===== src/rtl/tlc_pkg.sv =====
// rtl/tlc_pkg.sv - shared light encodings, error codes and monitor states for tlc
package tlc_pkg;

   // Light-state bus encoding shared with the tlc controller
   typedef enum logic [1:0] {
      RED = 2'b00,
      YEL = 2'b01,
      GRN = 2'b10,
      BAD = 2'b11
   } light_t;

   // Monitor FSM states
   typedef enum logic [1:0] {
      SYNC  = 2'b00,
      TRACK = 2'b01,
      ERROR = 2'b10
   } mon_state_t;

   localparam logic [2:0] ERR_NONE  = 3'd0;
   localparam logic [2:0] ERR_ENC   = 3'd1;
   localparam logic [2:0] ERR_TRANS = 3'd2;
   localparam logic [2:0] ERR_SHORT = 3'd3;
   localparam logic [2:0] ERR_LONG  = 3'd4;

   // Legal successor of a light phase; BAD has no successor
   function automatic light_t next_light(input light_t cur);
      case (cur)
         RED:     return GRN;
         GRN:     return YEL;
         YEL:     return RED;
         default: return BAD;
      endcase
   endfunction

endpackage


===== src/rtl/tlc_phase_timer.sv =====
// rtl/tlc_phase_timer.sv - dwell counter with per-phase min/max compare
module tlc_phase_timer
   import tlc_pkg::*;
#(
   parameter int RED_MIN = 6,
   parameter int RED_MAX = 6,
   parameter int GRN_MIN = 5,
   parameter int GRN_MAX = 5,
   parameter int YEL_MIN = 5,
   parameter int YEL_MAX = 5,
   parameter int CNT_W   = 8
) (
   input  logic             clk,
   input  logic             rst,
   input  logic             cnt_clr,
   input  logic             cnt_load,
   input  logic             cnt_inc,
   input  light_t           phase,
   output logic [CNT_W-1:0] dwell,
   output logic             too_short,
   output logic             at_max
);

   logic [CNT_W-1:0] min_sel;
   logic [CNT_W-1:0] max_sel;

   // Bounds of the phase being timed; BAD never bounds anything
   always_comb begin
      min_sel = '0;
      max_sel = '1;
      case (phase)
         RED: begin
            min_sel = CNT_W'(RED_MIN);
            max_sel = CNT_W'(RED_MAX);
         end
         GRN: begin
            min_sel = CNT_W'(GRN_MIN);
            max_sel = CNT_W'(GRN_MAX);
         end
         YEL: begin
            min_sel = CNT_W'(YEL_MIN);
            max_sel = CNT_W'(YEL_MAX);
         end
         default: begin
            min_sel = '0;
            max_sel = '1;
         end
      endcase
   end

   assign too_short = (dwell < min_sel);
   assign at_max    = (dwell == max_sel);

   // Dwell counter: clear beats load beats saturating increment
   always_ff @(posedge clk or negedge rst) begin
      if (!rst) begin
         dwell <= '0;
      end else if (cnt_clr) begin
         dwell <= '0;
      end else if (cnt_load) begin
         dwell <= CNT_W'(1);
      end else if (cnt_inc && (dwell != '1)) begin
         dwell <= dwell + 1'b1;
      end
   end

endmodule


===== src/rtl/tlc_monitor.sv =====
// rtl/tlc_monitor.sv - light-sequence and dwell-time observer for tlc
module tlc_monitor
   import tlc_pkg::*;
#(
   parameter int RED_MIN = 6,
   parameter int RED_MAX = 6,
   parameter int GRN_MIN = 5,
   parameter int GRN_MAX = 5,
   parameter int YEL_MIN = 5,
   parameter int YEL_MAX = 5,
   parameter int CNT_W   = 8,
   parameter int CYC_W   = 16
) (
   input  logic             clk,
   input  logic             rst,
   input  logic             en,
   input  logic             clr,
   input  logic [1:0]       light,
   output logic             locked,
   output logic [CNT_W-1:0] dwell,
   output logic [CYC_W-1:0] cycles,
   output logic             phase_done,
   output logic             err,
   output logic [2:0]       err_code,
   output logic [1:0]       err_phase
);

   mon_state_t       state, state_n;
   light_t           prev_light;
   logic             locked_n, phase_done_n, err_n;
   logic [2:0]       err_code_n;
   logic [1:0]       err_phase_n;
   logic [CYC_W-1:0] cycles_n;
   logic             cnt_clr, cnt_load, cnt_inc;
   logic             too_short, at_max;
   logic             changed;

   tlc_phase_timer #(
      .RED_MIN (RED_MIN),
      .RED_MAX (RED_MAX),
      .GRN_MIN (GRN_MIN),
      .GRN_MAX (GRN_MAX),
      .YEL_MIN (YEL_MIN),
      .YEL_MAX (YEL_MAX),
      .CNT_W   (CNT_W)
   ) u_timer (
      .clk       (clk),
      .rst       (rst),
      .cnt_clr   (cnt_clr),
      .cnt_load  (cnt_load),
      .cnt_inc   (cnt_inc),
      .phase     (prev_light),
      .dwell     (dwell),
      .too_short (too_short),
      .at_max    (at_max)
   );

   assign changed = (light != prev_light);

   // Previous sample, tracked only while the monitor is enabled
   always_ff @(posedge clk or negedge rst) begin
      if (!rst) begin
         prev_light <= RED;
      end else if (en) begin
         prev_light <= light_t'(light);
      end
   end

   // State and registered outputs
   always_ff @(posedge clk or negedge rst) begin
      if (!rst) begin
         state      <= SYNC;
         locked     <= 1'b0;
         phase_done <= 1'b0;
         err        <= 1'b0;
         err_code   <= ERR_NONE;
         err_phase  <= 2'b00;
         cycles     <= '0;
      end else begin
         state      <= state_n;
         locked     <= locked_n;
         phase_done <= phase_done_n;
         err        <= err_n;
         err_code   <= err_code_n;
         err_phase  <= err_phase_n;
         cycles     <= cycles_n;
      end
   end

   // Next state and outputs: clr, then enable, then per-state checks in priority order
   always_comb begin
      state_n      = state;
      locked_n     = 1'b0;
      phase_done_n = 1'b0;
      err_n        = err;
      err_code_n   = err_code;
      err_phase_n  = err_phase;
      cycles_n     = cycles;
      cnt_clr      = 1'b0;
      cnt_load     = 1'b0;
      cnt_inc      = 1'b0;
      if (clr) begin
         state_n     = SYNC;
         err_n       = 1'b0;
         err_code_n  = ERR_NONE;
         err_phase_n = 2'b00;
         cycles_n    = '0;
         cnt_clr     = 1'b1;
      end else if (!en) begin
         state_n = SYNC;
         cnt_clr = 1'b1;
      end else begin
         case (state)
            SYNC: begin
               if (light == BAD) begin
                  state_n     = ERROR;
                  err_n       = 1'b1;
                  err_code_n  = ERR_ENC;
                  err_phase_n = light;
               end else if ((prev_light == RED) && (light == GRN)) begin
                  state_n  = TRACK;
                  locked_n = 1'b1;
                  cnt_load = 1'b1;
               end else begin
                  cnt_clr = 1'b1;
               end
            end
            TRACK: begin
               if (light == BAD) begin
                  state_n     = ERROR;
                  err_n       = 1'b1;
                  err_code_n  = ERR_ENC;
                  err_phase_n = light;
               end else if (changed && (light != next_light(prev_light))) begin
                  state_n     = ERROR;
                  err_n       = 1'b1;
                  err_code_n  = ERR_TRANS;
                  err_phase_n = prev_light;
               end else if (changed && too_short) begin
                  state_n     = ERROR;
                  err_n       = 1'b1;
                  err_code_n  = ERR_SHORT;
                  err_phase_n = prev_light;
               end else if (!changed && at_max) begin
                  state_n     = ERROR;
                  err_n       = 1'b1;
                  err_code_n  = ERR_LONG;
                  err_phase_n = light;
               end else if (changed) begin
                  locked_n     = 1'b1;
                  phase_done_n = 1'b1;
                  cnt_load     = 1'b1;
                  if (prev_light == YEL) begin
                     cycles_n = cycles + 1'b1;
                  end
               end else begin
                  locked_n = 1'b1;
                  cnt_inc  = 1'b1;
               end
            end
            default: begin
               state_n = ERROR;
            end
         endcase
      end
   end

endmodule


===== config.mk =====
export PLATFORM = sky130hd
export DESIGN_NAME = tlc_monitor
export DESIGN_NICKNAME = d
export VERILOG_FILES = /design/src/rtl/tlc_pkg.sv /design/src/rtl/tlc_phase_timer.sv /design/src/rtl/tlc_monitor.sv
export SDC_FILE = /design/constraint.sdc
export NUM_CORES = 1
export LEC_CHECK = 0
export ABC_AREA = 1
export BUFFER_PORTS_ARGS = -buffer_cell sky130_fd_sc_hd__buf_2
export CORE_UTILIZATION = 25
export CTS_CLUSTER_SIZE = 40
export DETAILED_ROUTE_END_ITERATION = 10
export PLACE_DENSITY_LB_ADDON = 0.3
export SLEW_MARGIN = 20
export SYNTH_ARGS = -nofsm -noshare
export SYNTH_HDL_FRONTEND = slang
export SYNTH_HIERARCHICAL = 1
export SYNTH_SLANG_ARGS = --single-unit

===== constraint.sdc =====
create_clock -name clk -period 2.3 [get_ports clk]
set_input_delay 0.23 -clock clk [delete_from_list [all_inputs] [get_ports clk]]
set_output_delay 0.23 -clock clk [all_outputs]
set_load 0.01 [all_outputs]

[After elaboration in Yosys (flattened, before gate mapping)]
Index checks and enable logic that the tools add are counted.
Storage, ports and cells
  output and inout port bits: 32
  input bits: 6
  logic and storage cells: 132
  register bits: 36
Cells by class
  add/sub/neg operators: 2
  equality and inequality tests: 17
  multiplexer cells: 85
  $lt $le $gt $ge: 1
  reduce and logical (&&, ||, !) cells: 18
Operators with widths (count)
  two-way mux 16 bit: 9
  two-way mux 1 bit: 38
  two-way mux 2 bit: 19
  two-way mux 8 bit: 3
  two-way mux 3 bit: 7
  adder 16 x 1 -> 16 bit (second input constant): 1
  case mux 8 bit (2 select lines): 1
  case mux 3 bit (2 select lines): 2
  adder 8 x 1 -> 8 bit (second input constant): 1
  equality test 8 bit: 1
  < comparator 8 x 3 -> 1 bit: 1
  inequality test 2 bit (second input constant): 4
  inequality test 8 bit (second input constant): 1
  case mux 2 bit (2 select lines): 2
  AND reduction 8 bit: 1
  nonzero test 2 bit: 4
  inequality test 7 bit (second input constant): 1
  equality test 2 bit (second input constant): 3
  inequality test 6 bit (second input constant): 1
  case mux 1 bit (2 select lines): 3
  case mux 2 bit (3 select lines): 1
  nonzero test 3 bit: 2
  logical AND 1 bit: 5
  inequality test 5 bit (second input constant): 1
  other kinds (8): 11

[Logic depth before layout (Yosys ltp)]
  depth after elaboration: 17
  gate-level depth with buffers: 17
  gate-level depth less buffers: 17

[Hierarchy]
Netlist, hierarchy kept.
Modules (own cells, without submodules)
  tlc_monitor: area an instance 1784.2 sq um, instances 1, cells an instance 251, sequential area each 700.7 sq um
  tlc_phase_timer: area an instance 711.9 sq um, instances 1, cells an instance 105, sequential area each 200.2 sq um

[Worst setup path after synthesis]
Ideal clock, no wire load.
  path type: flip-flop to flip-flop
  start point: reg prev_light[0]
  end point: reg u_timer.dwell[2]
  setup time: 117 ps
  arrival time: 2312 ps
  slack: -129 ps
  data required time: 2183 ps
  cell stages (with the launch flop): 18
  cell sequence: dfrtp_1 -> inv_1 -> ha_1 -> inv_1 -> ha_1 -> a21boi_0 -> o21ai_0 -> and2_1 -> nand2_2 -> nand2_1 -> nor2_1 -> nand2_1 -> a21oi_1 -> or2_2 -> inv_2 -> nand2_4 -> nand2_1 -> nand2_1
On the way
  elaborated cells between the ends (all ways): 47
  classes of those cells: 1 x order compare; 5 x eq/ne; 32 x mux; 9 x reduce/logical
RTL lines
  start, declared: line tlc_monitor.sv:29  | light_t prev_light;
  start signal, assigned: line tlc_monitor.sv:65  | prev_light <= light_t'(light);
  equality test 2 x 1 -> 1 bit or equality test 2 bit (tied branches): line tlc_phase_timer.sv:31  | case (phase)
  OR reduction 2 bit (no source line)
  case mux 3 bit (2 select lines) (*): line tlc_phase_timer.sv:31
  < comparator 8 x 3 -> 1 bit (*): line tlc_phase_timer.sv:51  | assign too_short = (dwell < min_sel);
  net too_short: line tlc_monitor.sv:35  | logic too_short, at_max;
  logical AND 1 bit (*): line tlc_monitor.sv:139  | end else if (changed && too_short) begin
  two-way mux 1 bit (*): line tlc_monitor.sv:139
  two-way mux 1 bit (*): line tlc_monitor.sv:134  | end else if (changed && (light != next_light(prev_light))) begin
  two-way mux 1 bit (*): line tlc_monitor.sv:129  | if (light == BAD) begin
  case mux 1 bit (2 select lines) (*): line tlc_monitor.sv:113  | case (state)
  two-way mux 1 bit (*): line tlc_monitor.sv:109  | end else if (!en) begin
  two-way mux 1 bit (*): line tlc_monitor.sv:102  | if (clr) begin
  net cnt_load: line tlc_monitor.sv:34  | logic cnt_clr, cnt_load, cnt_inc;
  two-way mux 8 bit: line tlc_phase_timer.sv:60  | end else if (cnt_load) begin
  two-way mux 8 bit: line tlc_phase_timer.sv:58  | end else if (cnt_clr) begin
  end signal, assigned: line tlc_phase_timer.sv:63  | dwell <= dwell + 1'b1;
  end, declared: line tlc_phase_timer.sv:19  | output logic [CNT_W-1:0] dwell,
Mark *: on every way through the listed nets, which the timed path passes. The rest lies on a longest branch. The select of a mux whose other input is x is not followed.
A chain may end at the register's enable or synchronous reset.

[Worst setup path in the final report]
Same ends and word-level chain as after synthesis.

==> flow_summary.json <==
{
  "final_util": 0.331,
  "power_density_nw_per_um2": 423,
  "syn-mean-instance-area_um2": 7.01,
  "clkTransAtPathRegs_ns": 0.08,
  "pins_over_slew_limit": 0,
  "fillCellCount": 1076,
  "finalWirelength_um": 6180,
  "violations": "setup timing",
  "postSynthRegisterBits": 36,
  "ys_types": 34,
  "data_required_critical_path_ns": 2.49,
  "ys_seq_area_frac": 0.361,
  "synth.net_count": 372,
  "antenna_found_initial": 0,
  "floorplan.core_area_um2": 9730,
  "htree_levels": 2,
  "start_util": 0.257,
  "placed_cells": 538,
  "avgRoutedWirePerCell_um": 11.2,
  "criticalPathCategory": "flip-flop to flip-flop",
  "place_congestion": 0.848,
  "cts-buffers-inserted": 5,
  "finClkSkew_ns": 0.00377,
  "nets": 434,
  "ant_nets": 0,
  "cp_max_fo": 5,
  "grt_setup_unrepaired": "yes",
  "die_y_um": 102,
  "worstSkewPairLatency_ns": 0.29,
  "timing.max_cap.violations": 0,
  "fmaxAchievable_mhz": 434,
  "wire_length_of_the_first_global_routing_pass_um": 10600,
  "final-hold-violation-count": 0,
  "min_period_over_period": 1.00,
  "power.leakage_nw": 1.65,
  "post-route-drc-count": 0,
  "worst-r2r-setup-slack_ns": -0.003,
  "final_design_area_no_fill_um2": 3220,
  "num_io_pins": 38,
  "post-layout-total-power_mw": 1.36,
  "grt_util_all_layers": 0.129,
  "worstReg2RegStart": "prev_light[0]",
  "timing.critical_path.arrival_ns": 2.49,
  "irDropWorstVdd_v": 0.000273,
  "worstSetupEndpointType": "flip-flop",
  "dp_hpwl_um": 4600,
  "outcome": "finished, violations left",
  "hp_class": "input pin to asynchronous set/reset pin",
  "dpl_worst_slack_ns": -0.0609,
  "grt_overflow": 0,
  "grt_pass1_vias": 2318,
  "vias": 2396,
  "synth_cells": 356,
  "detailed_place.area_um2": 2950,
  "relSlewSlack": 0.447,
  "yosysWarnings": 6,
  "cts_sinks": 36,
  "die_w_um": 102,
  "drt_first_iter_violations": 50,
  "vias_per_cell": 4.34,
  "clockRootBuffer": "sky130_fd_sc_hd__clkbuf_8",
  "start_kind": "flip-flop",
  "layout.cells.non_filler": 552,
  "antenna-diode-count": 0,
  "worstRegToRegCells": 17,
  "area_delta_synth_final_pct": 28.9,
  "worstMarginPinSlew_ns": 0.830,
  "clockBufferDepth": 2,
  "final.setup.tns_ns": -0.00299,
  "netlist_area_um2": 2500,
  "pin_count_of_the_biggest_net_entering_global_routing": 37,
  "timing.rr.end": "u_timer/dwell[2]",
  "fin_worst_hold_slack_ns": 0.0309,
  "setup-violations-final": 1,
  "port_buffers": 37,
  "1st_pass_router_iterations": 4,
  "post_route_cells_drive_above_1_share": 0.279,
  "finalWorstSetupSlack_ns": -0.00299,
  "placement_rows": 36,
  "clock_tree_from_tritoncts": "built",
  "layout_min_cycle_time_ns": 2.30,
  "die_area_um2": 10400
}
-- what timing repair did --
action,in CTS,in global routing
endpoints found under the hold margin,0,0
pin swaps,6,13
hold buffers,0,0
gates resized for setup,8,28
setup endpoints to repair,9,28
setup buffers,3,2
gates cloned,1,0
-- kinds of logic after synthesis --
logic type                 Yosys count  share of synthesized area
buffers and inverters               49                     0.0837
xor gates and xnor gates             7                     0.0246
and+or+nand+nor                    224                      0.418
AOI/OAI and AO/OA                   30                     0.0632
DFF                                 36                      0.361
adders and majority gates           10                     0.0501
-- cell usage after synthesis --
library cell / n / share of area
sky130_fd_sc_hd__a21boi_0: 1 / 0.0030
sky130_fd_sc_hd__a21oi_1: 14 / 0.028
sky130_fd_sc_hd__and2_1: 1 / 0.0025
sky130_fd_sc_hd__and3_2: 1 / 0.0030
sky130_fd_sc_hd__buf_6: 2 / 0.0090
sky130_fd_sc_hd__clkbuf_1: 2 / 0.0030
sky130_fd_sc_hd__clkbuf_8: 1 / 0.0055
sky130_fd_sc_hd__clkinv_1: 1 / 0.0015
sky130_fd_sc_hd__dfrtp_1: 36 / 0.36
sky130_fd_sc_hd__ha_1: 10 / 0.050
sky130_fd_sc_hd__inv_1: 40 / 0.060
sky130_fd_sc_hd__inv_2: 3 / 0.0045
sky130_fd_sc_hd__nand2_1: 102 / 0.15
sky130_fd_sc_hd__nand2_2: 7 / 0.018
sky130_fd_sc_hd__nand2_4: 3 / 0.014
sky130_fd_sc_hd__nand2_8: 1 / 0.0080
sky130_fd_sc_hd__nand3_1: 42 / 0.084
sky130_fd_sc_hd__nand3_2: 2 / 0.0080
sky130_fd_sc_hd__nand3b_1: 1 / 0.0030
sky130_fd_sc_hd__nand4_1: 4 / 0.010
sky130_fd_sc_hd__nand4_2: 1 / 0.0050
sky130_fd_sc_hd__nor2_1: 42 / 0.063
sky130_fd_sc_hd__nor2_2: 2 / 0.0050
sky130_fd_sc_hd__nor2_4: 3 / 0.014
sky130_fd_sc_hd__nor3_1: 8 / 0.016
sky130_fd_sc_hd__nor3_2: 1 / 0.0040
sky130_fd_sc_hd__nor4_1: 1 / 0.0025
sky130_fd_sc_hd__o21a_1: 1 / 0.0030
sky130_fd_sc_hd__o21ai_0: 9 / 0.018
sky130_fd_sc_hd__o21ai_1: 4 / 0.0080
sky130_fd_sc_hd__o21bai_1: 1 / 0.0030
sky130_fd_sc_hd__or2_2: 2 / 0.0050
sky130_fd_sc_hd__xnor2_1: 2 / 0.0070
sky130_fd_sc_hd__xor2_1: 5 / 0.018
-- worst max-delay path by stage --
stage	start	endpoint	slack, ns
3_5_place_dp	prev_light[0]	u_timer/dwell[6]	-0.06
5_1_grt	prev_light[0]	u_timer/dwell[2]	-0.14
2_1_floorplan	prev_light[0]	u_timer/dwell[2]	0.006
6_report	prev_light[0]	u_timer/dwell[2]	-0.003
3_3_place_gp	prev_light[0]	u_timer/dwell[2]	0.006
4_1_cts	prev_light[0]	u_timer/dwell[2]	0.002
-- state kept, by name, indices dropped and copies added, names as in the netlist --
signal and cells:
locked 1, err_code 3, u_timer/dwell 8, state 2, phase_done 1, prev_light 2, cycles 16, err_phase 2
err 1
-- worst max-delay path, cell delays in order (launching register included) --
cell and delay [ns]:
sky130_fd_sc_hd__dfrtp_1 0.38, sky130_fd_sc_hd__inv_1 0.06, sky130_fd_sc_hd__ha_2 0.17, sky130_fd_sc_hd__inv_2 0.04, sky130_fd_sc_hd__ha_4 0.22, sky130_fd_sc_hd__a21boi_2 0.14, sky130_fd_sc_hd__o21ai_1 0.12, sky130_fd_sc_hd__and2_4 0.17
sky130_fd_sc_hd__nand2_4 0.06, sky130_fd_sc_hd__nand2_4 0.08, sky130_fd_sc_hd__nor2_4 0.04, sky130_fd_sc_hd__nand2_2 0.08, sky130_fd_sc_hd__a21oi_4 0.06, sky130_fd_sc_hd__or2_4 0.31, sky130_fd_sc_hd__inv_6 0.10, sky130_fd_sc_hd__nand2_4 0.06
sky130_fd_sc_hd__nand2_1 0.06, sky130_fd_sc_hd__nand2_1 0.04
-- cell type report --
cell class	count	area (µm²)	area share
tap	133	166	0.0517
timing repair buffer	59	358	0.111
timing repair inverter	1	6.26	0.00194
clock buffer	7	86.3	0.0268
sequential	36	901	0.280
clock inverter	1	7.51	0.00233
multi-input combinational	271	1520	0.473
inverter	44	170	0.0529
-- per-layer routing --
layer,GRT usage,wire length (µm),up-vias
met3,0.0253,207,6
li1,-,-,1265
met1,0.161,2890,1096
met4,0.0297,43,0
met5,0,0,-
met2,0.230,3040,29
-- where the power goes --
| part | internal (mW) | switching [mW] |
|---|---|---|
| clock network | 0.244 | 0.255 |
| logic | 0.0819 | 0.133 |
| registers | 0.641 | 0.00620 |
-- cell usage in the layout, fill, tap and decap left out, types with 10 or more instances in the layout --
master / Yosys / layout
sky130_fd_sc_hd__buf_2: 0 / 37
sky130_fd_sc_hd__inv_1: 40 / 36
sky130_fd_sc_hd__nand3_1: 42 / 39
sky130_fd_sc_hd__dfrtp_1: 36 / 36
sky130_fd_sc_hd__a21oi_1: 14 / 10
sky130_fd_sc_hd__nor2_1: 42 / 40
sky130_fd_sc_hd__buf_4: 0 / 20
sky130_fd_sc_hd__nand2_1: 102 / 97
Note: power is estimated with default switching activity, not from simulation.
